<file path="src/rtl/carrier_pkg.sv">
// rtl/carrier_pkg.sv - carrier mode encoding and shared helpers for pwm_carrier_gen
package carrier_pkg;

   typedef enum logic [1:0] {
      CM_UP   = 2'b00,
      CM_DOWN = 2'b01,
      CM_TRI  = 2'b10,
      CM_RSVD = 2'b11
   } carrier_mode_e;

   localparam carrier_mode_e CM_DEFAULT = CM_TRI;

   localparam int CARRIER_N_DEF     = 16;
   localparam int CARRIER_PSC_W_DEF = 8;

   // Reserved encoding runs as centre-aligned so a bad write still yields a safe carrier.
   function automatic carrier_mode_e norm_mode(input carrier_mode_e m);
      return (m == CM_RSVD) ? CM_TRI : m;
   endfunction

endpackage

</file>
<file path="src/rtl/pwm_carrier_gen_if.sv">
// rtl/pwm_carrier_gen_if.sv - config/carrier bundle between the FOC modulator and pwm_carrier_gen.
// sync_in/sync_out exist only when CARRIER_SYNC_EN is defined.
interface pwm_carrier_gen_if
   import carrier_pkg::*;
#(
   parameter int N     = CARRIER_N_DEF,
   parameter int PSC_W = CARRIER_PSC_W_DEF
) ();

   logic             en;
   carrier_mode_e    mode_in;
   logic [N-1:0]     period_in;
   logic [PSC_W-1:0] psc_in;
   logic             load;

   logic [N-1:0]     cnt;
   logic             dir;
   logic             peak;
   logic             valley;
   logic             upd_ack;
`ifdef CARRIER_SYNC_EN
   logic             sync_in;
   logic             sync_out;
`endif

   modport master (
      output en, mode_in, period_in, psc_in, load,
`ifdef CARRIER_SYNC_EN
      output sync_in,
      input  sync_out,
`endif
      input  cnt, dir, peak, valley, upd_ack
   );

   modport slave (
      input  en, mode_in, period_in, psc_in, load,
`ifdef CARRIER_SYNC_EN
      input  sync_in,
      output sync_out,
`endif
      output cnt, dir, peak, valley, upd_ack
   );

endinterface

</file>
<file path="src/rtl/carrier_prescaler.sv">
// rtl/carrier_prescaler.sv - enabled-cycle divider producing one tick every psc+1 enabled cycles
module carrier_prescaler #(
   parameter int PSC_W = 8
) (
   input  logic             clk,
   input  logic             nrst,
   input  logic             en,
   input  logic             clr,
   input  logic [PSC_W-1:0] psc,
   output logic             tick
);

   logic [PSC_W-1:0] psc_cnt_q, psc_cnt_d;

   assign tick = en && (psc_cnt_q == psc);

   always_comb begin
      psc_cnt_d = psc_cnt_q;
      if (clr || tick) begin
         psc_cnt_d = '0;
      end else if (en) begin
         psc_cnt_d = psc_cnt_q + PSC_W'(1);
      end
   end

   always_ff @(posedge clk) begin
      if (!nrst) begin
         psc_cnt_q <= '0;
      end else begin
         psc_cnt_q <= psc_cnt_d;
      end
   end

endmodule

</file>
<file path="src/rtl/pwm_carrier_gen.sv">
// rtl/pwm_carrier_gen.sv - up/down/triangle PWM carrier with shadowed config and peak/valley events.
// Define CARRIER_SYNC_EN for the external valley-sync input and daisy-chain output.
module pwm_carrier_gen
   import carrier_pkg::*;
#(
   parameter int            N          = CARRIER_N_DEF,
   parameter int            PSC_W      = CARRIER_PSC_W_DEF,
   parameter logic [N-1:0]  DEF_PERIOD = {N{1'b1}},
   parameter carrier_mode_e DEF_MODE   = CM_DEFAULT
) (
   input logic              clk,
   input logic              nrst,
   pwm_carrier_gen_if.slave cif
);

   typedef struct packed {
      carrier_mode_e    mode;
      logic [N-1:0]     period;
      logic [PSC_W-1:0] psc;
   } cfg_t;

   localparam cfg_t CFG_RST = '{mode: DEF_MODE, period: DEF_PERIOD, psc: '0};

   cfg_t          active_q, active_d;
   cfg_t          shadow_q, shadow_d;
   cfg_t          in_cfg, new_cfg;
   logic          pending_q, pending_d;
   logic [N-1:0]  cnt_q, cnt_d;
   logic          dir_q, dir_d;
   logic          peak_q, peak_d;
   logic          valley_q, valley_d;
   logic          upd_ack_q, upd_ack_d;

   logic          tick;
   logic          sync_hit;
   logic          tri_up;
   logic          upd_pt;
   logic          take;
   logic          mode_chg;
   logic [N-1:0]  cnt_inc, cnt_dec;
   carrier_mode_e cur_mode, new_mode;

`ifdef CARRIER_SYNC_EN
   assign sync_hit     = cif.sync_in && cif.en;
   assign cif.sync_out = valley_q;
`else
   assign sync_hit = 1'b0;
`endif

   carrier_prescaler #(.PSC_W(PSC_W)) u_psc (
      .clk  (clk),
      .nrst (nrst),
      .en   (cif.en),
      .clr  (sync_hit),
      .psc  (active_q.psc),
      .tick (tick)
   );

   assign in_cfg   = '{mode: cif.mode_in, period: cif.period_in, psc: cif.psc_in};
   // A load coinciding with the update point bypasses the shadow entirely.
   assign new_cfg  = cif.load ? in_cfg : shadow_q;
   assign cur_mode = norm_mode(active_q.mode);
   assign new_mode = norm_mode(new_cfg.mode);
   assign cnt_inc  = cnt_q + N'(1);
   assign cnt_dec  = cnt_q - N'(1);
   assign tri_up   = dir_q ? (cnt_q < active_q.period) : (cnt_q == '0);

   always_comb begin
      upd_pt = 1'b0;
      if (sync_hit) begin
         upd_pt = 1'b1;
      end else if (tick) begin
         if (active_q.period == '0) begin
            upd_pt = 1'b1;
         end else begin
            case (cur_mode)
               CM_UP:   upd_pt = (cnt_q >= active_q.period);
               CM_DOWN: upd_pt = (cnt_q == '0);
               default: upd_pt = !tri_up && (cnt_q == N'(1));
            endcase
         end
      end
   end

   assign take     = upd_pt && (pending_q || cif.load);
   assign mode_chg = take && (new_mode != cur_mode);

   always_comb begin
      cnt_d     = cnt_q;
      dir_d     = dir_q;
      peak_d    = 1'b0;
      valley_d  = 1'b0;
      upd_ack_d = take;
      active_d  = take ? new_cfg : active_q;
      shadow_d  = cif.load ? in_cfg : shadow_q;
      pending_d = take ? 1'b0 : (pending_q || cif.load);

      if (sync_hit) begin
         cnt_d    = '0;
         dir_d    = 1'b1;
         valley_d = 1'b1;
      end else if (tick) begin
         if (mode_chg) begin
            // New mode always restarts from zero; down-count wraps to P on its next tick.
            cnt_d    = '0;
            dir_d    = (new_mode != CM_DOWN);
            valley_d = 1'b1;
         end else if (active_q.period == '0) begin
            cnt_d    = '0;
            dir_d    = 1'b1;
            valley_d = 1'b1;
         end else begin
            case (cur_mode)
               CM_UP: begin
                  dir_d = 1'b1;
                  if (cnt_q >= active_q.period) begin
                     cnt_d    = '0;
                     valley_d = 1'b1;
                  end else begin
                     cnt_d  = cnt_inc;
                     peak_d = (cnt_inc == active_q.period);
                  end
               end
               CM_DOWN: begin
                  dir_d = 1'b0;
                  if (cnt_q == '0) begin
                     // The wrap is the update point, so it already reloads the new period.
                     cnt_d = active_d.period;
                     if (active_d.period == '0) begin
                        dir_d    = 1'b1;
                        valley_d = 1'b1;
                     end else begin
                        peak_d = 1'b1;
                     end
                  end else begin
                     cnt_d    = cnt_dec;
                     valley_d = (cnt_dec == '0);
                  end
               end
               default: begin
                  if (tri_up) begin
                     cnt_d  = cnt_inc;
                     peak_d = (cnt_inc == active_q.period);
                     dir_d  = !peak_d;
                  end else begin
                     cnt_d    = cnt_dec;
                     valley_d = (cnt_dec == '0);
                     dir_d    = valley_d;
                  end
               end
            endcase
         end
      end
   end

   always_ff @(posedge clk) begin
      if (!nrst) begin
         cnt_q     <= '0;
         dir_q     <= 1'b1;
         peak_q    <= 1'b0;
         valley_q  <= 1'b0;
         upd_ack_q <= 1'b0;
         pending_q <= 1'b0;
         active_q  <= CFG_RST;
         shadow_q  <= CFG_RST;
      end else begin
         cnt_q     <= cnt_d;
         dir_q     <= dir_d;
         peak_q    <= peak_d;
         valley_q  <= valley_d;
         upd_ack_q <= upd_ack_d;
         pending_q <= pending_d;
         active_q  <= active_d;
         shadow_q  <= shadow_d;
      end
   end

   assign cif.cnt     = cnt_q;
   assign cif.dir     = dir_q;
   assign cif.peak    = peak_q;
   assign cif.valley  = valley_q;
   assign cif.upd_ack = upd_ack_q;

endmodule

</file>
<file path="src/flat_wrapper.sv">
// flat-port wrapper written by rule: the top's interface ports become plain ports
module pwm_carrier_gen_flat import carrier_pkg::*;
#(
   parameter int            N          = CARRIER_N_DEF,
   parameter int            PSC_W      = CARRIER_PSC_W_DEF,
   parameter logic [N-1:0]  DEF_PERIOD = {N{1'b1}},
   parameter carrier_mode_e DEF_MODE   = CM_DEFAULT
)
  (clk, nrst, cif_en, cif_mode_in, cif_period_in, cif_psc_in, cif_load, cif_cnt, cif_dir, cif_peak, cif_valley, cif_upd_ack);
  pwm_carrier_gen_if #(.N(N), .PSC_W(PSC_W)) cif_i ();
  input logic clk;
  input logic nrst;
  input wire logic [$bits(cif_i.en)-1:0] cif_en;
  input wire logic [$bits(cif_i.mode_in)-1:0] cif_mode_in;
  input wire logic [$bits(cif_i.period_in)-1:0] cif_period_in;
  input wire logic [$bits(cif_i.psc_in)-1:0] cif_psc_in;
  input wire logic [$bits(cif_i.load)-1:0] cif_load;
  output wire logic [$bits(cif_i.cnt)-1:0] cif_cnt;
  output wire logic [$bits(cif_i.dir)-1:0] cif_dir;
  output wire logic [$bits(cif_i.peak)-1:0] cif_peak;
  output wire logic [$bits(cif_i.valley)-1:0] cif_valley;
  output wire logic [$bits(cif_i.upd_ack)-1:0] cif_upd_ack;
  assign cif_i.en = cif_en;
  assign cif_i.mode_in = cif_mode_in;
  assign cif_i.period_in = cif_period_in;
  assign cif_i.psc_in = cif_psc_in;
  assign cif_i.load = cif_load;
  assign cif_cnt = cif_i.cnt;
  assign cif_dir = cif_i.dir;
  assign cif_peak = cif_i.peak;
  assign cif_valley = cif_i.valley;
  assign cif_upd_ack = cif_i.upd_ack;
  pwm_carrier_gen #(.N(N), .PSC_W(PSC_W), .DEF_PERIOD(DEF_PERIOD), .DEF_MODE(DEF_MODE)) u_core (.clk(clk), .nrst(nrst), .cif(cif_i));
endmodule
</file>
<file path="config.mk">
export PLATFORM = sky130hd
export DESIGN_NAME = pwm_carrier_gen_flat
export DESIGN_NICKNAME = d
export VERILOG_FILES = /design/src/rtl/carrier_pkg.sv /design/src/rtl/pwm_carrier_gen_if.sv /design/src/rtl/carrier_prescaler.sv /design/src/rtl/pwm_carrier_gen.sv /design/src/flat_wrapper.sv
export SDC_FILE = /design/constraint.sdc
export NUM_CORES = 1
export LEC_CHECK = 0
export BUFFER_PORTS_ARGS = -buffer_cell sky130_fd_sc_hd__buf_2
export CAP_MARGIN = 20
export CORE_MARGIN = 3
export CORE_UTILIZATION = 46
export CTS_CLUSTER_SIZE = 12
export DETAILED_ROUTE_END_ITERATION = 10
export PLACE_DENSITY_LB_ADDON = 0.05
export SETUP_SLACK_MARGIN = 0.2
export SKIP_CTS_REPAIR_TIMING = 1
export SLEW_MARGIN = 20
export SYNTH_ARGS = -nofsm -noshare
export SYNTH_HDL_FRONTEND = slang
export SYNTH_SLANG_ARGS = --single-unit
export TNS_END_PERCENT = 30
</file>
<file path="constraint.sdc">
create_clock -name clk -period 3.54 [get_ports clk]
set_clock_uncertainty 0.05 [all_clocks]
set_input_delay 0.708 -clock clk [delete_from_list [all_inputs] [get_ports clk]]
set_output_delay 0.708 -clock clk [all_outputs]
set_load 0.005 [all_outputs]
</file>
**Word level (Yosys, flattened, before mapping)**

Index checks and enable logic that the tools add are counted.
Widths: inputs -> output; s select.

- Reduce and logical (&&, ||, !) cells: 16
- Multiplexer cells: 31
- Add/subtract/negate cells: 3
- Bitwise logic cells: 2
- Eq/ne operators: 8
- Magnitude comparators: 2

Operators by type and width:

| kind | count |
|---|---|
| $mux 16 | 5 |
| $logic_not 16->1 | 4 |
| $pmux 16 s2 | 1 |
| $mux 26 | 1 |
| $mux 24 | 1 |
| $mux 1 | 17 |
| $add 16x1->16 const B | 1 |
| $eq 16x1->1 const B | 1 |
| $eq 16x16->1 | 1 |
| $ge 16x16->1 | 1 |
| $lt 16x16->1 | 1 |
| $sub 16x1->16 const B | 1 |
| $add 8x1->8 const B | 1 |
| $eq 8x8->1 | 1 |
| $pmux 1 s2 | 4 |
| $eq 2x2->1 const B | 2 |
| $logic_and 1x1->1 | 4 |
| $mux 2 | 2 |
| $reduce_or 2->1 | 2 |
| $reduce_or 4->1 | 1 |
| $eq 2x1->1 const B | 1 |
| $logic_not 1->1 | 2 |
| $logic_not 2->1 | 1 |
| $ne 2x1->1 const B | 1 |
| other kinds (4) | 5 |

- Register bits after elaboration: 81

**Longest topological paths before layout**

- Word-level depth: 15
- Gate-level depth with buffers: 12

**Cells and area by module**

Synthesis repeated with hierarchy kept, for this count alone.

- Cells, all modules: 643
- Area, all modules: 5331.4 um^2

Modules (own cells, without submodules):

| module | sequential area each (um^2) | area each (um^2) | instances | cells each |
|---|---|---|---|---|
| pwm_carrier_gen | 1461.4 | 4892.2 | 1 | 594 |
| carrier_prescaler | 160.2 | 439.2 | 1 | 49 |

**Worst setup path after synthesis**

OpenSTA, ideal clock, no wires.

- Path kind: register to register
- Start: register u_core.active_q[14] (netlist bit)
- End: register u_core.cnt_q[12], in the netlist u_core.cif.cnt[12]
- Slack: 0.739 ns
- Setup time: 0.115 ns
- Data required time: 3.375 ns
- Arrival time: 2.635 ns
- Cell stages (with the launch flop): 12
- Path through: dfxtp_1 > clkbuf_1 > inv_1 > ha_1 > a41o_1 > a21oi_1 > or4_1 > and4_1 > or3_1 > a21oi_1 > o211ai_1 > a31o_1

- Cells in the longest elaborated chain, start to end: 13
- Elaborated cells on any way between the ends: 18

RTL lines:

| what | RTL line | RTL |
|---|---|---|
| start: declaration | pwm_carrier_gen.sv:24 | `cfg_t active_q, active_d;` |
| start signal: assignment | pwm_carrier_gen.sv:173 | `active_q <= active_d;` |
| $lt 16x16->1 | pwm_carrier_gen.sv:66 | `assign tri_up = dir_q ? (cnt_q < active_q.period) : (cnt_q == '0);` |
| $mux 1 | pwm_carrier_gen.sv:66 |  |
| $logic_not 1->1 | pwm_carrier_gen.sv:79 | `default: upd_pt = !tri_up && (cnt_q == N'(1));` |
| $logic_and 1x1->1 | pwm_carrier_gen.sv:79 |  |
| $pmux 1 s2 | pwm_carrier_gen.sv:76 | `case (cur_mode)` |
| $mux 1 | pwm_carrier_gen.sv:73 | `if (active_q.period == '0) begin` |
| $mux 1 | pwm_carrier_gen.sv:72 | `end else if (tick) begin` |
| $logic_and 1x1->1 | pwm_carrier_gen.sv:85 | `assign take = upd_pt && (pending_q \|\| cif.load);` |
| $mux 24 | pwm_carrier_gen.sv:94 | `active_d = take ? new_cfg : active_q;` |
| $mux 16 | pwm_carrier_gen.sv:126 | `if (cnt_q == '0) begin` |
| $pmux 16 s2 | pwm_carrier_gen.sv:113 | `case (cur_mode)` |
| $mux 16 | pwm_carrier_gen.sv:108 | `end else if (active_q.period == '0) begin` |
| $mux 16 (*) | pwm_carrier_gen.sv:103 | `if (mode_chg) begin` |
| end signal: assignment | pwm_carrier_gen.sv:167 | `cnt_q <= cnt_d;` |
| end: declaration | pwm_carrier_gen.sv:28 | `logic [N-1:0] cnt_q, cnt_d;` |

Mark *: on every way between the ends. The rest lies on a longest branch, timed or not.
A chain may end at the register's enable or synchronous reset.

**Final worst setup path**

- Start: register u_core.active_q[23] (netlist bit)
- End: register u_core.cnt_q[12], in the netlist u_core.cif.cnt[12]

Same word-level chain as after synthesis.

==> impl_metrics.json <==
{
  "worstPathRequired_ps": 3720,
  "fin_crit_ps": 3189,
  "synthesis.nets": 692,
  "cp_num_buf_inv": 1,
  "die_h_um": 113.9,
  "globalRouteTotalUtil_pct": 26.81,
  "fin_hold_ws_ps": 443.6,
  "die_w_um": 113.9,
  "tightest_slew_ps": 635.8,
  "drv_slew": 0,
  "grt_pass1_wl_um": 26910,
  "synthFlopType": "dfxtp_1",
  "setup-tns-final_ps": 0,
  "r2r-start": "u_core.active_q[23]$_SDFF_PN1_",
  "antenna_left": 0,
  "cts_tree": "yes",
  "crit_type": "flip-flop to flip-flop",
  "crit_path_cell_trace": "inv_1 -> ha_1 -> nand4_1 -> or4_1 -> and4_1 -> or3_4 -> a21oi_1 -> o211ai_1 -> a31o_1",
  "post-route-cell-area_um2": 6166,
  "synth_edf_count": 0,
  "cp-start-kind": "flip-flop",
  "final_cell_mix": "dfxtp_1 (81), nor2_1 (58), nand2_1 (54), buf_2 (49), buf_4 (34)",
  "h-tree-depth": 3,
  "status": "complete, no violations",
  "grt_max_degree": 33,
  "io_pins": 50,
  "slew-limit-headroom_pct": 57.61,
  "firstDrtPassIters": 7,
  "drtIter0Drc": 393,
  "die-area_um2": 12970,
  "cp_slowest_cell": "or4_1",
  "clock.fmax_mhz": 313.6,
  "clock_sink_count": 81,
  "syn-instance-count": 641,
  "ys_seq_elements": 81,
  "clockRootBuffer": "clkbuf_16",
  "cts_made_buffers": 9,
  "clk_latency_ps": 350,
  "route.detailed.drc": 0,
  "power_w": 0.002107,
  "ys_types": 72,
  "wirelength_um": 16960,
  "yosysTopAreaCellShare_pct": 30.29,
  "antenna_cells": 0,
  "min-delay-start": "u_core.shadow_q[4]$_SDFF_PN0_",
  "seq_area_frac_synth_pct": 30.29,
  "viasPerCell": 6.062,
  "r2r_cells": 9,
  "initial_core_util_pct": 48.11,
  "cp_max_fo": 5,
  "setup_viol": 0,
  "hold_end": "u_core.shadow_q[4]$_SDFF_PN0_",
  "routedWlPerCell_um": 20.29,
  "hold_depth": 2,
  "critPathMaxStageDelay_ps": 660,
  "drive_gt1_share_pct": 19.54,
  "fillers": 1095,
  "hp-class": "flip-flop to flip-flop",
  "grt_pass1_vias": 4781,
  "rr_endpoint": "u_core.cif.cnt[12]$_SDFFE_PN0P_",
  "layout.nets": 743,
  "synth_top_cell_by_area": "dfxtp_1",
  "netlist_area_um2": 5353,
  "grt_remaining_overflow": 0,
  "avgSynthCellArea_um2": 8.350,
  "num_rows": 38,
  "synth-async-reset-ratio_pct": 0,
  "core_region_area_um2": 11130,
  "rrSetupSlack_ps": 350,
  "peakVddDrop_v": 0.0002839,
  "yosysWarningCount": 0,
  "crit_family": "simple AND/OR/NAND/NOR gates",
  "dpl_cell_area_um2": 5836,
  "final_common_cell": "dfxtp_1",
  "antenna_found_initial": 0,
  "maxCapViolCount": 0,
  "leakage_nw": 2.730,
  "max-clock-path-buffers": 2,
  "synthToLayoutAreaGrowth_pct": 15.19,
  "post-route-period-util_pct": 90.08,
  "dp_hpwl_um": 12860,
  "multiInputGateArea_um2": 3477,
  "register_area_um2": 1622,
  "portBuffers": 49,
  "gp_congestion": 0.9266,
  "synth_area_leaders": "dfxtp_1 (30%), mux2i_1 (6.2%), xnor2_1 (5.4%), ha_1 (4.9%), nor2_1 (4.1%)",
  "clkTransAtPathRegs_ps": 60,
  "cp.arrival_ps": 3370,
  "p_per_area_nw_per_um2": 341.8,
  "rsz0062_at_grt": "true",
  "hold_viol_final": 0,
  "end_kind": "flip-flop",
  "vias": 5068
}
-- final cells by class --
cell class,instances,area share (%)
tap,140,2.841
inverter,29,1.765
sequential,81,26.30
multi-input combinational,487,56.39
clock buffer,11,3.937
clock inverter,4,0.4667
timing repair buffer,84,8.300
-- sequential cells by signal (all words and copies together), names as in the netlist --
name / count
u_core.shadow_q: 26
u_core.cif.upd_ack: 1
u_core.cif.peak: 1
u_core.u_psc.psc_cnt_q: 8
u_core.pending_q: 1
u_core.active_q: 26
u_core.cif.cnt: 16
u_core.cif.dir: 1
u_core.cif.valley: 1
-- tightest hold or removal path: cells and delay by family, from the launching register on --
kind / cells / cell delay (ps)
simple gates: 1 / 80
mux: 1 / 70
flops: 1 / 300
-- cells in the mapped netlist, drive strengths merged, types with 5 or more instances --
cell type	n
or3	5
a31oi	5
clkbuf	24
o211a	5
xor2	13
a22o	7
a211oi	10
a21o	5
mux2i	33
o221ai	6
o31ai	5
or2	15
nor3	19
nand4	19
dfxtp	81
ha	21
inv	29
and3	5
nor2	58
nand3	17
buf	20
xnor2	33
o21ai	26
o211ai	10
nand2	55
nor4	20
mux2	8
a22oi	5
a21oi	18
a21boi	5
-- routing by layer --
metal	share of wire (%)	global-route usage, %	vias to the layer above
met4	3.3	10.37	0
met2	43	39.77	195
li1	-	-	2443
met3	7.6	5.836	41
met5	0	0	-
met1	46	37.95	2389
-- stage by stage --
step                setup WS, ps  std cells  util, %
finish                     351.1        836    55.42
global route               165.8        836    55.42
CTS                        103.7        835    54.89
detailed placement         147.8        820    52.45
global placement           220.5        820    52.45
floorplan                  739.1        641        -
-- logic make-up after synthesis --
group	after synthesis	share of synthesized area, %
compound gates	132	17.79
mux	41	7.854
simple gates	245	24.94
buf+inv	73	5.844
xor+xnor	48	8.368
fa+ha+maj	21	4.909
flops	81	30.29
-- power breakdown --
part	internal, W	leakage (nW)	switching (W)
clock network	0.000492	0.128	0.000384
registers	0.000934	0.660	0.0000116
logic	0.000114	1.94	0.000173
total	0.00154	2.73	0.000568
-- how the worst max path moves through the flow --
stage | startpoint | end | slack, ps | cells after the start
after CTS | u_core.active_q[23]$_SDFF_PN1_ | u_core.cif.cnt[4]$_SDFFE_PN0P_ | 100 | 9
after global placement | u_core.active_q[23]$_SDFF_PN1_ | u_core.cif.cnt[4]$_SDFFE_PN0P_ | 220 | 9
final | u_core.active_q[23]$_SDFF_PN1_ | u_core.cif.cnt[12]$_SDFFE_PN0P_ | 350 | 9
after floorplan | u_core.active_q[14]$_SDFF_PN1_ | u_core.cif.cnt[12]$_SDFFE_PN0P_ | 740 | 11
after global routing | u_core.active_q[23]$_SDFF_PN1_ | u_core.cif.cnt[1]$_SDFFE_PN0P_ | 170 | 13
after detailed placement | u_core.active_q[23]$_SDFF_PN1_ | u_core.cif.cnt[4]$_SDFFE_PN0P_ | 150 | 9
Power figures use the tool's default switching activity.
